**config.mk**
```make
export PLATFORM = sky130hd
export DESIGN_NAME = cacheline_adaptor
export DESIGN_NICKNAME = d
export VERILOG_FILES = /design/src/rtl/cache_types_pkg.sv /design/src/rtl/cacheline_beat_buffer.sv /design/src/rtl/cacheline_adaptor.sv
export SDC_FILE = /design/constraint.sdc
export NUM_CORES = 1
export LEC_CHECK = 0
export CORE_AREA = 2 2 284 286
export DETAILED_ROUTE_END_ITERATION = 8
export DIE_AREA = 0 0 286 288
export DONT_BUFFER_PORTS = 1
export GPL_TIMING_DRIVEN = 0
export PLACE_DENSITY = 0.49
export SLEW_MARGIN = 20
export SYNTH_ARGS = -nofsm -noshare
export SYNTH_HDL_FRONTEND = slang
export SYNTH_SLANG_ARGS = --single-unit
```
**constraint.sdc**
```tcl
create_clock -name clk -period 4.1 [get_ports clk]
set_clock_uncertainty 0.15 [all_clocks]
set_input_delay 1.23 -clock clk [delete_from_list [all_inputs] [get_ports clk]]
set_output_delay 1.23 -clock clk [all_outputs]
set_load 0.05 [all_outputs]
```
**src/rtl/cache_types_pkg.sv**
```systemverilog
// rtl/cache_types_pkg.sv - shared line/burst geometry and adaptor state encoding
package cache_types_pkg;
   localparam int LINE_W  = 256;
   localparam int BURST_W = 64;
   localparam int BEATS   = LINE_W / BURST_W;

   typedef enum logic [1:0] {IDLE, READ, WRITE, DONE} adaptor_state_t;
endpackage

```
**src/rtl/cacheline_beat_buffer.sv**
```systemverilog
// rtl/cacheline_beat_buffer.sv - beat counter, assembled read line and latched write line
module cacheline_beat_buffer #(
   parameter int LINE_W  = 256,
   parameter int BURST_W = 64,
   parameter int CNT_W   = $clog2(LINE_W / BURST_W)
) (
   input  logic               clk,
   input  logic               rst_n,
   input  logic               clear,
   input  logic               load,
   input  logic [LINE_W-1:0]  line_in,
   input  logic               beat,
   input  logic               store,
   input  logic [BURST_W-1:0] burst_in,
   output logic [LINE_W-1:0]  line_out,
   output logic [BURST_W-1:0] burst_out,
   output logic [CNT_W-1:0]   cnt
);
   logic [LINE_W-1:0] wr_line;

   // The counter wraps naturally to 0 on the last beat, ready for the next line.
   always_ff @(posedge clk or negedge rst_n) begin
      if (!rst_n) begin
         cnt      <= '0;
         wr_line  <= '0;
         line_out <= '0;
      end else begin
         if (clear)
            cnt <= '0;
         else if (beat)
            cnt <= cnt + 1'b1;
         if (load)
            wr_line <= line_in;
         if (beat && store)
            line_out[cnt*BURST_W +: BURST_W] <= burst_in;
      end
   end

   assign burst_out = wr_line[cnt*BURST_W +: BURST_W];
endmodule

```
**src/rtl/cacheline_adaptor.sv**
```systemverilog
// rtl/cacheline_adaptor.sv - 256-bit cache line to 4x64-bit memory burst adaptor
// Optional byte-mask write path enabled by CACHELINE_ADAPTOR_MBE_EN.
module cacheline_adaptor #(
   parameter int LINE_W  = cache_types_pkg::LINE_W,
   parameter int BURST_W = cache_types_pkg::BURST_W,
   parameter int ADDR_W  = 32
) (
   input  logic               clk,
   input  logic               rst_n,
   input  logic               read_i,
   input  logic               write_i,
   input  logic [ADDR_W-1:0]  address_i,
   input  logic [LINE_W-1:0]  line_i,
   output logic [LINE_W-1:0]  line_o,
   output logic               resp_o,
   output logic [ADDR_W-1:0]  address_o,
   output logic               read_o,
   output logic               write_o,
   output logic [BURST_W-1:0] burst_o,
   input  logic [BURST_W-1:0] burst_i,
   input  logic               resp_i
`ifdef CACHELINE_ADAPTOR_MBE_EN
   ,
   input  logic [LINE_W/8-1:0]  mbe_i,
   output logic [BURST_W/8-1:0] burst_mbe_o
`endif
);
   import cache_types_pkg::*;

   localparam int NBEATS = LINE_W / BURST_W;
   localparam int CNT_W  = $clog2(NBEATS);

   adaptor_state_t     state;
   logic [CNT_W-1:0]   beat_cnt;
   logic [BURST_W-1:0] wr_beat;
   logic               accept;
   logic               load_wr;
   logic               beat;
   logic               last;
   logic               unused_addr_bits;

   assign accept  = (state == IDLE) && (read_i || write_i);
   assign load_wr = (state == IDLE) && write_i;
   assign beat    = resp_i && ((state == READ) || (state == WRITE));
   assign last    = (beat_cnt == CNT_W'(NBEATS - 1));
   assign unused_addr_bits = ^address_i[4:0];

   always_ff @(posedge clk or negedge rst_n) begin
      if (!rst_n) begin
         state     <= IDLE;
         read_o    <= 1'b0;
         write_o   <= 1'b0;
         resp_o    <= 1'b0;
         address_o <= '0;
      end else begin
         resp_o <= 1'b0;
         case (state)
            IDLE: begin
               if (write_i) begin
                  state     <= WRITE;
                  write_o   <= 1'b1;
                  address_o <= {address_i[ADDR_W-1:5], 5'b0};
               end else if (read_i) begin
                  state     <= READ;
                  read_o    <= 1'b1;
                  address_o <= {address_i[ADDR_W-1:5], 5'b0};
               end
            end
            READ, WRITE: begin
               if (resp_i && last) begin
                  state   <= DONE;
                  read_o  <= 1'b0;
                  write_o <= 1'b0;
                  resp_o  <= 1'b1;
               end
            end
            DONE:    state <= IDLE;
            default: state <= IDLE;
         endcase
      end
   end

   cacheline_beat_buffer #(
      .LINE_W  (LINE_W),
      .BURST_W (BURST_W),
      .CNT_W   (CNT_W)
   ) u_buf (
      .clk       (clk),
      .rst_n     (rst_n),
      .clear     (accept),
      .load      (load_wr),
      .line_in   (line_i),
      .beat      (beat),
      .store     (state == READ),
      .burst_in  (burst_i),
      .line_out  (line_o),
      .burst_out (wr_beat),
      .cnt       (beat_cnt)
   );

   assign burst_o = (state == WRITE) ? wr_beat : '0;

`ifdef CACHELINE_ADAPTOR_MBE_EN
   logic [LINE_W/8-1:0] mbe_q;

   always_ff @(posedge clk or negedge rst_n) begin
      if (!rst_n)
         mbe_q <= '0;
      else if (load_wr)
         mbe_q <= mbe_i;
   end

   assign burst_mbe_o = (state == WRITE) ? mbe_q[beat_cnt*(BURST_W/8) +: BURST_W/8] : '0;
`endif
endmodule
```
==> results.json, run 1 <==
{
  "crit_path_start_kind": "flop",
  "cp-end-kind": "primary output",
  "initialDrtViolationCount": 889,
  "drv_cap": 0,
  "fin_crit_ns": 4.02,
  "place.gp.congestion": 0.864,
  "r2r_cells": 8,
  "syn-instance-count": 1380,
  "placed_cells": 2447,
  "cp_slowest_stage_delay_ns": 0.59,
  "drt_first_pass_iters": 5,
  "power_density_nw_per_um2": 885,
  "clock_latency_ns": 0.61,
  "hp-class": "in -> async",
  "drc_errors": 0,
  "grt_use_total_pct": 17.9,
  "p_total_w": 0.0227,
  "synth_area_leaders": "dfrtp_1 62%, mux2_2 14%, a22o_1 10%, mux4_2 6.6%, and2_1 1.9%",
  "path_depth": 4,
  "rows": 104,
  "rr_startpoint": "u_buf.cnt[1]",
  "clk_pin_slew_ns": 0.06,
  "irDropWorstVdd_v": 0.000465,
  "numClockSinks": 546,
  "cp_top_family": "buffers and inverters",
  "die_w_um": 286,
  "grt_setup_unrepaired": "false",
  "ctsRootBufferMaster": "clkbuf_16",
  "dp.final_hpwl_mm": 56.4,
  "syn_avg_cell_area_um2": 15.9,
  "seq_area_frac_synth_pct": 62.1,
  "final_cells": 2579,
  "drv_slew": 0,
  "numPortBuffers": 0,
  "pin_count": 712,
  "antenna_found_initial": 22,
  "cts_tree": "yes",
  "grt_pass1_vias": 14000,
  "period_share_pct": 98.0,
  "cp_slowest_cell": "dfrtp_1",
  "synth_top_cell_by_area": "dfrtp_1",
  "design.core.area_um2": 79600,
  "grt_overflow": 0,
  "final_cell_mix": "546 x dfrtp_1, 283 x mux2_2, 256 x a22o_1",
  "area_growth_pct": 16.6,
  "status": "finished, final reports clean",
  "drt_wl_total_mm": 76.7,
  "drive_above_1_share_pct": 38.8,
  "synth.distinct_cells": 32,
  "worst_pin_slew_ns": 1.14,
  "crit_chain": "buf_4 -> clkbuf_2 -> mux4_2 -> and2_1",
  "placed_cell_area_um2": 23400,
  "slew-limit-headroom_pct": 24.2,
  "post_cts_buffers": 0,
  "setup_viol": 0,
  "wl_per_cell_um": 29.7,
  "via_per_inst": 5.13,
  "layout_commonest_cell": "dfrtp_1",
  "antenna_left": 0,
  "clock_path_buffers": 3,
  "r2r_slack_ns": 0.37,
  "path_max_fanout": 10,
  "setup_tns_ns": 0,
  "p_leak_nw": 11.2,
  "final_cell_area_um2": 25700,
  "die_h_um": 288,
  "fmaxAchievable_mhz": 249,
  "synth_area_um2": 22000,
  "num-fill-cells": 7857,
  "cts_buffers": 60,
  "grt_max_degree": 547,
  "synth_top_cell_area_share_pct": 62.1,
  "hold_viol": 0,
  "start_util_pct": 27.6,
  "vias": 13200,
  "fp.dieArea_um2": 82400,
  "crit_buf_inv": 2,
  "crit_type": "reg -> out",
  "synth_warnings": 0,
  "num-nets-final": 1818,
  "arrival_ns": 2.64,
  "grt_pass1_wl_mm": 108,
  "h-tree-depth": 2,
  "critPathRequiredTime_ns": 2.72,
  "r2r-end": "u_buf.line_out[99]",
  "ys_ff_latch": 546
}
worst register-to-register path: stages (launching register included):
cell     delay (ns)
dfrtp_1        0.59
buf_4          0.33
buf_2          0.37
inv_1          0.15
ha_1           0.43
nand2_1        0.18
nor4_4         0.79
buf_2          0.48
a22o_1         0.20
final cells by class:
class / instances / area, um2 / area share (%)
diodes: 23 / 57.6 / 0.224
clock inverters: 20 / 263 / 1.02
flip-flops and latches: 546 / 13700 / 53.3
plain buffers: 111 / 641 / 2.50
inverters: 5 / 18.8 / 0.0732
repair buffers: 6 / 116 / 0.454
well taps: 1060 / 1330 / 5.17
multi-input cells: 721 / 7810 / 30.5
clock buffers: 87 / 1750 / 6.84
where the power goes:
group	total [W]	switching, W	internal [W]
Combinational	0.00630	0.00322	0.00308
Clock	0.00554	0.00226	0.00328
Sequential	0.0109	0.00357	0.00729
sequential cells by signal, summed over array words and instances (netlist names):
signal / flops
read_o: 1
u_buf.cnt: 2
state: 2
write_o: 1
resp_o: 1
u_buf.wr_line: 256
u_buf.line_out: 256
address_o: 27
per-layer routing:
| metal | up-vias | part of all wire (%) | track usage (%) | wire length [um] |
|---|---|---|---|---|
| li1 | 5340 | - | - | - |
| met1 | 7250 | 40 | 22.4 | 30500 |
| met2 | 520 | 51 | 29.5 | 38700 |
| met3 | 114 | 6.9 | 4.88 | 5280 |
| met4 | 4 | 2.8 | 6.69 | 2110 |
| met5 | - | 0.031 | 0 | 24 |
cells in the mapped netlist (all sizes together):
library cell,number
dfrtp,546
mux2,283
a22o,256
buf,71
and2,66
mux4,64
clkbuf,41
ha,10
nand2,7
inv,5
nand4,4
nor4,4
mux2i,3
nand2b,3
nor3,2
o21ai,2
o31ai,2
a21boi,1
a21o,1
a21oi,1
a22oi,1
and3,1
conb,1
nand3,1
nor2,1
nor2b,1
o22ai,1
xnor2,1
stage by stage:
stage	hold slack, ns	setup slack [ns]	util, %
2_1_floorplan	0.325	0.893	-
3_3_place_gp	0.333	-0.383	29.3
3_5_place_dp	0.341	-0.214	29.4
4_1_cts	0.122	0.00442	32.0
5_1_grt	0.114	0.00594	32.2
6_report	0.167	0.0829	32.2
how the worst max path moves through the flow:
stage	from	to
final	u_buf.cnt[1]	burst_o[43]
after global routing	state[0]	burst_o[43]
after CTS	u_buf.cnt[0]	burst_o[38]
after detailed placement	u_buf.cnt[1]	u_buf.line_out[92]
after global placement	u_buf.cnt[1]	u_buf.line_out[123]
after floorplan	u_buf.cnt[0]	burst_o[35]
logic make-up after synthesis:
group           after synthesis  share of synthesized area (%)
buf+inv                     117                           2.81
xor+xnor                      1                         0.0398
other cells                   1                         0.0170
simple gates                 90                           2.83
mux                         350                           21.2
flops                       546                           62.1
compound gates              265                           10.5
fa+ha+maj                    10                          0.569
what timing repair did:
action	4_1_cts	5_1_grt
resized for setup	48	22
hold buffers	0	0
setup endpoints to repair	178	47
cloned	0	0
No activity file was read; power rests on OpenSTA's default activity.
==> inputs of run 2 (changes only) <==
Settings changed: CTS_BUF_LIST set to sky130_fd_sc_hd__clkbuf_16.
Clock period 4.1 ns to 4.15 ns, I/O delays scaled along.
==> run 2 against run 1 <==
Compared with the run above:
- die area is the same
- non-clock buffer count is the same
- clock power shrank 6.1%
- worst hold slack gained 0.013 ns
- critical endpoint is now burst_o[36]
- largest power group unchanged
- global-route usage is essentially flat
- routed wire length grew 0.13%
- cell area shrank 0.53%
- sequential share of layout area grew 0.28 points
- utilization shrank 0.17 points
- flip-flop and latch count is the same
- sequential power is essentially flat
- register-to-register slack gained 0.09 ns
==> results.json, run 2 (synthesized netlist as in run 1, its figures left out) <==
{
  "status": "finished, final reports clean",
  "combPwrFrac_pct": 28.1,
  "cp_slowest_stage_delay_ns": 0.53,
  "fmaxAchievable_mhz": 249,
  "power.share.sequential_pct": 48.5,
  "p_leak_nw": 11.2,
  "slew-limit-headroom_pct": 25.2,
  "cp_top_family": "buffers and inverters",
  "dp.final_hpwl_mm": 56.4,
  "area_growth_pct": 16.0,
  "drt_wl_total_mm": 76.8,
  "path_max_fanout": 11,
  "fp.dieArea_um2": 82400,
  "intPower_w": 0.0132,
  "crit_type": "reg -> out",
  "drv_slew": 0,
  "drt_first_pass_iters": 5,
  "cp-end-kind": "primary output",
  "p_switching_w": 0.00894,
  "numPortBuffers": 0,
  "grt_overflow": 0,
  "top_regs": "u_buf.line_out (256), u_buf.wr_line (256), address_o (27)",
  "grt_pass1_wl_mm": 107,
  "arrival_ns": 2.63,
  "start_util_pct": 27.6,
  "cp_slowest_cell": "and2_1",
  "worst_pin_slew_ns": 1.12,
  "period_share_pct": 96.9,
  "area.sequential_um2": 13700,
  "crit_path_start_kind": "flop",
  "die_w_um": 286,
  "irDropWorstVdd_v": 0.000456,
  "power_density_nw_per_um2": 868,
  "final_cell_mix": "546 x dfrtp_1, 283 x mux2_2, 256 x a22o_1",
  "design.core.area_um2": 79600,
  "die_h_um": 288,
  "initialDrtViolationCount": 900,
  "crit_buf_inv": 2,
  "num-fill-cells": 7878,
  "clock_path_buffers": 3,
  "clock_latency_ns": 0.61,
  "antenna_left": 0,
  "setup_viol": 0,
  "rows": 104,
  "grt_max_degree": 547,
  "layout_commonest_cell": "dfrtp_1",
  "vias": 13200,
  "drc_errors": 0,
  "clk_pin_slew_ns": 0.06,
  "setup_tns_ns": 0,
  "multi_input_area_um2": 7800,
  "hp-class": "in -> async",
  "p_total_w": 0.0221,
  "cts_tree": "yes",
  "grt_setup_unrepaired": "false",
  "drv_cap": 0,
  "drive_above_1_share_pct": 37.4,
  "hold_viol": 0,
  "switching_share_pct": 40.4,
  "grt_use_total_pct": 17.9,
  "num-nets-final": 1818,
  "wl_per_cell_um": 29.8,
  "numClockSinks": 546,
  "crit_chain": "inv_1 -> ha_2 -> clkbuf_1 -> and2_1",
  "place.gp.congestion": 0.864,
  "h-tree-depth": 2,
  "pin_count": 712,
  "fin_crit_ns": 4.02,
  "antenna_found_initial": 22,
  "critPathRequiredTime_ns": 2.75,
  "cts_buffers": 60,
  "via_per_inst": 5.12,
  "p_clk_share_pct": 23.5,
  "ctsRootBufferMaster": "clkbuf_16",
  "grt_pass1_vias": 14000
}
## run 2: cell count changes in the layout (fill, tap and decap cells not counted)
| cell | delta |
|---|---|
| and2_1 | +8 |
| and2_2 | -8 |
| clkbuf_1 | -13 |
| clkbuf_8 | -13 |
| clkinv_1 | +13 |
| diode_2 | +2 |
| inv_1 | +13 |
## run 2: metal layers
metal	vias to the layer above	track usage, %	wire (um)
met5	-	0	24
met4	4	6.69	2060
met3	108	4.88	5180
met2	508	29.5	38900
met1	7246	22.4	30600
li1	5349	-	-
## run 2: area by class of cell
| class | instances | share of cell area (%) |
|---|---|---|
| diodes | 25 | 0.245 |
| plain buffers | 111 | 2.51 |
| clock buffers | 61 | 5.98 |
| clock inverters | 46 | 1.41 |
| inverters | 5 | 0.0736 |
| multi-input cells | 721 | 30.6 |
| flip-flops and latches | 546 | 53.5 |
| well taps | 1060 | 5.20 |
| repair buffers | 6 | 0.456 |
## run 2: power by group through the flow
stage | registers (W) | clock network (W) | logic [W]
after floorplan | 0.0102 | 0 | 0.00503
after global placement | 0.0108 | 0 | 0.00597
after detailed placement | 0.0108 | 0 | 0.00611
after CTS | 0.0107 | 0.00532 | 0.00617
after global routing | 0.0109 | 0.00557 | 0.00664
final | 0.0107 | 0.00520 | 0.00621
## run 2: path summary, 6_finish.rpt
path,startpoint,end,slack (ns),depth (start not counted)
worst max-delay path,state[0],burst_o[36],0.13,4
worst min-delay path,rst_n,u_buf.wr_line[237],0.18,0
worst max register to register,u_buf.cnt[1],u_buf.line_out[99],0.46,8
worst min register to register,u_buf.wr_line[23],u_buf.wr_line[23],0.35,1
max in group asynchronous,rst_n,u_buf.line_out[53],2.00,2
min in group clk,u_buf.wr_line[23],u_buf.wr_line[23],0.35,1
## run 2: metrics by stage
step	instance area, um2	setup WS (ns)	utilization (%)	instances	hold WS [ns]
global placement	23300	-0.333	29.3	2444	0.333
CTS	25300	0.000981	31.8	2553	0.137
floorplan	22000	0.928	-	1384	0.325
finish	25500	0.129	32.0	2581	0.181
global route	25500	0.00137	32.0	2576	0.128
detailed placement	23400	-0.164	29.4	2447	0.341
## run 2: repair_timing
| item | CTS | global route |
|---|---|---|
| hold endpoints to repair | 0 | 0 |
| setup endpoints to repair | 154 | 53 |
| hold buffers | 0 | 0 |
| cloned | 0 | 0 |
| resized for setup | 34 | 29 |
| setup buffers | 0 | 0 |
==> inputs of run 3 (changes only) <==
Settings changed: ABC_AREA set to 1, CORE_AREA 2 2 284 286 to 2 2 298 300, DIE_AREA 0 0 286 288 to 0 0 300 302.
==> run 3 against run 2 <==
Compared with the run above:
- the flow now finishes with violations (max-slew violations)
- maximum frequency up 0.29%
- utilization is 0.69 points higher
- flip-flop and latch count unchanged
- worst setup slack better by 0.012 ns
- non-clock buffer count grew 99
- combinational power up 42%
- critical endpoint is now burst_o[10]
- largest cell class unchanged
- highest routed layer unchanged
==> results.json, run 3 <==
{
  "power_density_nw_per_um2": 828,
  "ys.flop_type": "dfrtp_1",
  "grt_max_degree": 547,
  "cts_buffers": 67,
  "post-route-util_pct": 32.7,
  "fin_crit_ns": 4.01,
  "synth_common_cells": "1,011 x nand2_1, 546 x dfrtp_1, 457 x o21ai_0",
  "top_regs": "u_buf.line_out (256), u_buf.wr_line (256), address_o (27)",
  "hold_viol": 0,
  "cp-end-kind": "primary output",
  "synth.distinct_cells": 20,
  "antenna_left": 0,
  "drive_above_1_share_pct": 8.72,
  "synth_top_cell_area_share_pct": 56.1,
  "crit_type": "reg -> out",
  "numPortBuffers": 0,
  "grt_setup_unrepaired": "false",
  "synth_warnings": 0,
  "rows": 109,
  "slew-limit-headroom_pct": -78.5,
  "seq_area_frac_synth_pct": 56.1,
  "die_w_um": 300,
  "clock_latency_ns": 0.60,
  "synth_edf_count": 0,
  "grt_pass1_wl_mm": 150,
  "synth_top_cell_by_area": "dfrtp_1",
  "place.gp.congestion": 0.907,
  "initialDrtViolationCount": 1539,
  "dp_slack_ns": -0.0522,
  "setup_tns_ns": 0,
  "ys_ff_latch": 546,
  "layout_commonest_cell": "nand2_1",
  "h-tree-depth": 3,
  "setup_viol": 0,
  "grt_use_total_pct": 22.4,
  "met1_length_mm": 39.0,
  "die_h_um": 302,
  "layout_setup_ws_ns": 0.141,
  "cts_tree": "yes",
  "period_share_pct": 96.6,
  "clock_path_buffers": 3,
  "vias": 20800,
  "critPathRequiredTime_ns": 2.75,
  "worst_pin_slew_ns": 2.68,
  "highest_layer": "met5",
  "crit_path_start_kind": "flop",
  "drt_first_pass_iters": 5,
  "arrival_ns": 2.61,
  "grt_pass1_vias": 20900,
  "drc_errors": 0,
  "syn-instance-count": 3032,
  "drt_wl_total_mm": 104,
  "wl_per_cell_um": 24.0,
  "p_leak_nw": 13.3,
  "drv_slew": 293,
  "final_cell_mix": "1,011 x nand2_1, 546 x dfrtp_1, 457 x o21ai_0",
  "antenna_found_initial": 13,
  "fp.dieArea_um2": 90600,
  "pin_count": 712,
  "fmaxAchievable_mhz": 249,
  "numClockSinks": 546,
  "grt_overflow": 0,
  "synth_area_um2": 24400,
  "status": "finished, violations left",
  "drv_cap": 0,
  "path_max_fanout": 10,
  "num-nets-final": 3472,
  "clk_pin_slew_ns": 0.06,
  "violations": "max-slew violations",
  "syn_avg_cell_area_um2": 8.03,
  "ctsRootBufferMaster": "clkbuf_16",
  "via_per_inst": 4.81,
  "area_growth_pct": 17.6,
  "dr_wl_met2_mm": 51.5,
  "p_total_w": 0.0237,
  "irDropWorstVdd_v": 0.000452,
  "hp-class": "in -> async",
  "post_cts_buffers": 0,
  "synth.most_common_cell": "nand2_1",
  "dr_wl_met3_mm": 10.1,
  "dp.final_hpwl_mm": 77.2,
  "synthArstFlopShare_pct": 100,
  "start_util_pct": 27.8,
  "design.core.area_um2": 87600,
  "synth_area_leaders": "dfrtp_1 56%, nand2_1 16%, o21ai_0 9.4%, nand3_1 6.7%, inv_1 4.8%"
}
==> run 3: changes by cell type after synthesis, moves of 16 or more <==
cell      change
clkbuf_1     +72
mux2_2      -283
nand3_1     +325
nand2_1    +1004
a21oi_1      +64
and2_1       -66
buf_2        +23
o21ai_1      +22
mux4_2       -64
nor2_1       +49
inv_1       +308
buf_1        +16
a22o_1      -256
o21ai_0     +455
==> run 3: kinds of logic (layout without fill, tap and decap cells) <==
kind of cell	after synthesis	count (layout)	share of synthesized area, %
other	1	9	0.0154
buffers and inverters	535	651	8.88
AND/OR/NAND/NOR	1395	1395	23.3
adder cells (fa/ha/maj)	10	10	0.514
flip-flops	546	546	56.1
AO/OA/AOI/OAI	545	545	11.2
==> run 3: metrics by stage <==
stage,hold WS (ns),std cells,area (um2)
2_1_floorplan,0.347,3036,24400
3_3_place_gp,0.364,4201,25800
3_5_place_dp,0.375,4201,25900
4_1_cts,0.152,4317,28600
5_1_grt,0.156,4320,28700
6_report,0.187,4321,28700
==> run 3: path summary, 6_finish.rpt <==
path / from / endpoint / slack (ns) / cells past startpoint
hold / removal: rst_n / u_buf.line_out[164] / 0.19 / 0
setup / recovery: u_buf.cnt[0] / burst_o[10] / 0.14 / 6
setup reg to reg: u_buf.cnt[0] / u_buf.line_out[33] / 0.40 / 9
hold reg to reg: u_buf.wr_line[80] / u_buf.wr_line[80] / 0.38 / 2
max in group asynchronous: rst_n / u_buf.line_out[68] / 1.54 / 0
min in group clk: u_buf.wr_line[80] / u_buf.wr_line[80] / 0.38 / 2
==> run 3: repair_timing <==
item / in CTS / in global routing
resized for setup: 123 / 13
hold buffers: 0 / 0
setup endpoints to repair: 64 / 33
==> run 3: layer usage <==
metal	track usage [%]	vias up
met4	6.69	14
li1	-	9704
met3	8.40	152
met1	25.3	10100
met5	0	-
met2	39.2	768
==> run 3: critical path, cell delays in order (launching register included) <==
cell	delay (ns)
dfrtp_1	0.42
buf_4	0.19
buf_2	0.26
clkbuf_1	0.33
nand2_1	0.15
nand3_1	0.14
a21oi_4	0.50
==> run 3: layout make-up <==
cell class / instances / area [um2]
Antenna cell: 4 / 10.0
Multi-Input combinational cell: 1955 / 9270
Inverter: 319 / 1200
Clock buffer: 68 / 1700
Sequential cell: 546 / 13700
Buffer: 216 / 1000
Tap cell: 1165 / 1460
Clock inverter: 48 / 357
Fill cell: 9462 / 58900
==> run 3: where the power goes <==
| part | internal, W | leakage, nW | total (W) | switching [W] |
|---|---|---|---|---|
| clock | 0.00323 | 1.06 | 0.00572 | 0.00249 |
| combinational | 0.00212 | 5.15 | 0.00881 | 0.00669 |
| sequential | 0.00694 | 7.13 | 0.00921 | 0.00227 |
| total | 0.0123 | 13.3 | 0.0237 | 0.0114 |
